===== config.mk =====
export PLATFORM = sky130hd
export DESIGN_NAME = serial_addsub
export DESIGN_NICKNAME = d
export VERILOG_FILES = /design/src/rtl/serial_addsub.sv
export SDC_FILE = /design/constraint.sdc
export NUM_CORES = 1
export LEC_CHECK = 0
export CAP_MARGIN = 20
export CORE_MARGIN = 5
export CORE_UTILIZATION = 45
export CTS_CLUSTER_DIAMETER = 40
export DETAILED_ROUTE_END_ITERATION = 6
export GPL_TIMING_DRIVEN = 0
export HOLD_SLACK_MARGIN = 0.05
export MAX_ROUTING_LAYER = met4
export PLACE_DENSITY = 0.79
export SYNTH_ARGS = -nofsm -noshare
export SYNTH_HDL_FRONTEND = slang
export SYNTH_SLANG_ARGS = --single-unit

===== constraint.sdc =====
create_clock -name clk -period 1.55 [get_ports clk]
set_input_delay 0.155 -clock clk [delete_from_list [all_inputs] [get_ports clk]]
set_output_delay 0.155 -clock clk [all_outputs]
set_load 0.01 [all_outputs]

===== src/rtl/serial_addsub.sv =====
// serial_addsub: bit-serial two's-complement add/subtract, LSB first, WIDTH cycles per operation.
// Define SERIAL_ADDSUB_OVF_EN to add the registered signed-overflow output ovf.
module serial_addsub #(
  parameter int WIDTH = 24
) (
  input  logic             clk,
  input  logic             rst,
  input  logic             in_valid,
  output logic             in_ready,
  input  logic [WIDTH-1:0] a,
  input  logic [WIDTH-1:0] b,
  input  logic             sub,
  output logic             out_valid,
  input  logic             out_ready,
  output logic [WIDTH-1:0] s,
  output logic             cout
`ifdef SERIAL_ADDSUB_OVF_EN
  ,
  output logic             ovf
`endif
);
  localparam int CW = $clog2(WIDTH);
  typedef enum logic [1:0] {IDLE, RUN, DONE} state_t;
  state_t state, state_n;
  logic [WIDTH-1:0] ra, rb;
  logic [CW-1:0] cnt;
  logic c, sb, cn, last;
  assign sb = ra[0] ^ rb[0] ^ c;
  assign cn = (ra[0] & rb[0]) | (ra[0] & c) | (rb[0] & c);
  assign last = cnt == CW'(WIDTH - 1);
  assign in_ready = state == IDLE;
  assign out_valid = state == DONE;
  always_comb begin
    state_n = state;
    if (state == IDLE && in_valid) state_n = RUN;
    if (state == RUN && last) state_n = DONE;
    if (state == DONE && out_ready) state_n = IDLE;
  end
  always_ff @(posedge clk) begin
    if (rst) begin
      state <= IDLE;
      ra <= '0;
      rb <= '0;
      s <= '0;
      c <= 1'b0;
      cnt <= '0;
      cout <= 1'b0;
`ifdef SERIAL_ADDSUB_OVF_EN
      ovf <= 1'b0;
`endif
    end else begin
      state <= state_n;
      if (state == IDLE && in_valid) begin
        ra <= a;
        rb <= sub ? ~b : b;
        c <= sub;
        cnt <= '0;
      end
      if (state == RUN) begin
        ra <= ra >> 1;
        rb <= rb >> 1;
        s <= {sb, s[WIDTH-1:1]};
        c <= cn;
        cnt <= cnt + 1'b1;
        if (last) begin
          cout <= cn;
`ifdef SERIAL_ADDSUB_OVF_EN
          ovf <= c ^ cn;
`endif
        end
      end
    end
  end
endmodule


* After elaboration in Yosys (flattened, before gate mapping)
Cells that the tools add are included.
** Word-level totals
- Register bits after elaboration :: 81
- Input bits :: 53
- Output and inout bits :: 27
- Word-level logic and storage cells :: 43
** Operators by class
- $add $sub $neg :: 1
- Eq/ne operators :: 3
- Muxes and demuxes :: 11
- Bitwise operators :: 8
- Reductions and logical operators :: 10
** Operators with widths (count)
- $mux W23 :: 4
- $mux W24 :: 1
- $not A24 Y24 :: 1
- $mux W5 :: 2
- $add A5 B1 Y5 const B :: 1
- $eq A5 B5 Y1 const B :: 1
- $mux W2 :: 2
- $reduce_bool A2 Y1 :: 2
- $reduce_or A2 Y1 :: 2
- $and A1 B1 Y1 :: 3
- $logic_and A1 B1 Y1 :: 3
- $reduce_or A3 Y1 :: 1
- $eq A2 B1 Y1 const B :: 1
- $eq A2 B2 Y1 const B :: 1
- $logic_not A2 Y1 :: 1
- $mux W1 :: 2
- $or A1 B1 Y1 :: 2
- $reduce_and A2 Y1 :: 1
- $xor A1 B1 Y1 :: 2

* Logic depth before layout (Yosys ltp)
- Word-level depth :: 4
- Mapped depth :: 6
- Mapped depth without buffers :: 4

* Worst setup path after synthesis
Ideal clock, no wire load.
- Path type :: register to register
- Start :: register state[1]
- End :: register ra[21]
- Library setup time :: 119 ps
- Data arrival time :: 1180 ps
- Data required time :: 1431 ps
- Setup slack :: 251 ps
- Stages on the path, launching flop included :: 5
- Path buffers :: 2
- Period minus slack after synthesis :: 1299 ps
- Path through :: dfxtp_1 or3b_1 buf_2 buf_6 o221a_1
** On the way
- Longest elaborated chain between the ends :: 3
- Elaborated cells on any way between the ends :: 5
- Classes of those cells :: eq/ne: 1; mux: 1; reduce/logical: 3
** Ends and longest elaborated chain
- start, declared :: line 24 : state_t state, state_n;
- start signal, assigned :: line 52 : state <= state_n;
- $logic_not A2 Y1 :: line 53 : if (state == IDLE && in_valid) begin
- $logic_and A1 B1 Y1 :: line 53
- $reduce_bool A2 Y1 (no line)
- end signal, assigned :: line 60 : ra <= ra >> 1;
- end, declared :: line 25 : logic [WIDTH-1:0] ra, rb;
Several ways; a longest one is shown, not always the timed one.
A chain may end at the register's enable or synchronous reset.

* Worst setup path after layout
Ends and elaborated chain as after synthesis.

==> impl_metrics.env <==
export IMPL_ant_nets=0
export IMPL_yosys_top_cells_count="dfxtp_1 (81), nand2_1 (48), nor2_1 (44)"
export IMPL_final_area_sq_um=4660
export IMPL_gr_total_overflow=0
export IMPL_skew_ns=0.00630
export IMPL_syn_nets=451
export IMPL_fin_cells=594
export IMPL_first_global_vias=2939
export IMPL_syn_to_final_growth_pct=34.8
export IMPL_synth_area_leaders="dfxtp_1 (47%), xnor2_1 (6.1%), a21oi_1 (5.6%)"
export IMPL_die_area_sq_um=9530
export IMPL_synth_top_family_by_area="compound AO/OA/AOI/OAI gates"
export IMPL_syn_avg_cell_area_sq_um=8.73
export IMPL_grt_max_degree=14
export IMPL_maxCapViolations=0
export IMPL_path_class="flop to flop"
export IMPL_cts_sinks=81
export IMPL_arrival_ns=1.75
export IMPL_ys_types=42
export IMPL_yosys_area_share_simple_pct=17.9
export IMPL_drtPass1Iterations=4
export IMPL_clkTransAtPathRegs_ns=0.08
export IMPL_cp_cell_sequence="buf_4 > or3b_1 > buf_4 > buf_6 > o221a_1"
export IMPL_p_comb_share_pct=13.6
export IMPL_antenna_found_initial=0
export IMPL_min_period_ns=1.51
export IMPL_fin_tns_setup_ns=0
export IMPL_critPathTopFamily="buffers and inverters"
export IMPL_rows=32
export IMPL_max_stage_delay_ns=0.37
export IMPL_nets=543
export IMPL_cts_root_buf="clkbuf_8"
export IMPL_synth_ff_type="dfxtp_1"
export IMPL_report_final_slew_viol_count=0
export IMPL_min_path_type="primary input to flop"
export IMPL_drcViolationCount=0
export IMPL_grt_pass1_wl_um=13400
export IMPL_synth_most_common_cell="dfxtp_1"
export IMPL_start_util_pct=45.4
export IMPL_synth_top_area_share_pct=46.9
export IMPL_port_buffers=78
export IMPL_synthXorXnorAreaFrac_pct=6.34
export IMPL_worst_pin_slew_ns=0.485
export IMPL_vias=3124
export IMPL_max_freq_mhz=664
export IMPL_yosysTopAreaCell="dfxtp_1"
export IMPL_worst_path_buf_inv=3
export IMPL_status="finished clean"
export IMPL_synthAdderAreaFrac_pct=0.941
export IMPL_synth_warnings=0
export IMPL_clock_latency_ns=0.35
export IMPL_numCtsBuffers=9
export IMPL_drt_initial_drc_count=148
export IMPL_ys_ff_latch=81
export IMPL_cts_tree="built"
export IMPL_place_hpwl_um=6030
export IMPL_cts_max_level=3
export IMPL_syn_inst=396
export IMPL_wire_per_inst_um=13.7
export IMPL_crit_fanout=10
export IMPL_clk_path_buf_depth=2
export IMPL_cpMaxStageDelayCell="dfxtp_4"
export IMPL_setup_violations=0
export IMPL_grt_util_all_layers_pct=17.3
export IMPL_dp_cells=576
export IMPL_synth_area_sq_um=3460
export IMPL_antenna_cells=0
export IMPL_placeableCoreArea_sq_um=7610
export IMPL_vias_per_cell=5.26
export IMPL_relSlewSlack_pct=67.7
export IMPL_die_x_um=97.6
export IMPL_drive_above_1_share_pct=12.8
export IMPL_switching_share_pct=23.6
export IMPL_synth_area_mux_share_pct=0.869
export IMPL_synth_edf_count=0
export IMPL_p_leak_uw=0.00165
export IMPL_async_flop_share_pct=0
export IMPL_cpMostUsedCell="buf_4"
export IMPL_p_int_uw=3580
export IMPL_gp_congestion=0.839
export IMPL_hold_viol_final=0
export IMPL_worstSetupStartpointType="flop"
export IMPL_wl_um=8140
export IMPL_die_y_um=97.6
export IMPL_powerDensity_nw_per_um2=1010
export IMPL_fin_crit_sh_pct=97.2
export IMPL_place_area_sq_um=4360
export IMPL_ios=80
export IMPL_p_sw_uw=1110
export IMPL_ys_seq_area_share_pct=46.9
export IMPL_synth_compound_area_share_pct=21.5
export IMPL_pwr_share_seq_pct=48.4
export IMPL_endpoint_kind="flop"
export IMPL_crit_required_ns=1.79
export IMPL_irDropWorstVdd_v=0.000493
export IMPL_clkPwrFrac_pct=38.0
## flip-flops by register name (all words and copies together), names as in the netlist
register  flops
ra           24
cnt           5
s            24
cout          1
rb           24
state         2
c             1
## worst paths after layout
check,startpoint,end,slack [ns],depth (start not counted)
setup / recovery,state[1],ra[21],0.04,5
hold / removal,sub,c,0.19,3
setup reg to reg,state[1],ra[21],0.04,5
hold reg to reg,s[0],s[0],0.47,2
## worst reg2reg max path, stage by stage, from the launching register on
cell     delay (ns)
dfxtp_4        0.37
buf_4          0.14
or3b_1         0.36
buf_4          0.16
buf_6          0.14
o221a_1        0.23
## metal layers
| metal | up-vias | wire length [um] | GRT usage (%) |
|---|---|---|---|
| li1 | 1594 | - | - |
| met4 | 0 | 130 | 7.24 |
| met1 | 1438 | 3620 | 20.8 |
| met3 | 12 | 401 | 3.66 |
| met2 | 80 | 3990 | 28.2 |
| met5 | - | 0 | - |
## kinds of logic (layout without fill, tap and decap cells)
family                   after synthesis  in the layout
XOR/XNOR                              25             25
buffers and inverters                 40            136
adder cells (fa/ha/maj)                2              2
AO/OA/AOI/OAI                        115            115
AND/OR/NAND/NOR                      130            130
multiplexers                           3              3
flip-flops                            81             81
## per-stage QoR
stage               hold WS [ns]  utilization (%)  setup slack (ns)  total power (uW)
global route               0.233             61.3          -0.00988              4880
CTS                        0.178             60.6            0.0269              4720
global placement           0.443             57.4            -0.263              2920
finish                     0.188             61.3            0.0440              4690
detailed placement         0.464             57.4            -0.313              2940
floorplan                  0.329                -             0.251              2690
## what timing repair did
action,CTS,global route
pin swaps,0,0
endpoints found under the setup margin,2,46
buffers inserted,0,3
hold buffers,0,0
cloned,0,0
gates resized for setup,11,14
## power groups by stage
stage | clock network (uW) | logic [uW] | registers [uW]
CTS | 1820 | 630 | 2260
floorplan | 0 | 387 | 2300
finish | 1780 | 637 | 2270
global route | 1900 | 702 | 2280
global placement | 0 | 613 | 2310
detailed placement | 0 | 629 | 2310
## layout make-up
cell class,count,area [sq um]
Multi-Input combinational cell,275,1650
Sequential cell,81,1630
Fill cell,678,2950
Timing Repair Buffer,81,806
Tap cell,102,128
Buffer,35,193
Inverter,5,22.5
Clock inverter,6,108
Clock buffer,9,124
## cells in the final DEF (no fill, tap or decap), drive strengths merged, types with 2 or more instances in the layout
master,instances
dfxtp,81
clkdlybuf4s50,75
nand2,48
nor2,44
a21oi,39
a22oi,24
xnor2,24
o22ai,24
clkbuf,24
buf,23
nor4,12
or3b,10
o21ai,9
o221ai,9
nand2b,5
inv,4
nor3,3
mux2i,3
bufinv,3
clkinvlp,2
nand3,2
o21ba,2
clkinv,2
o221a,2
Note: power is estimated with default switching activity, not from simulation.
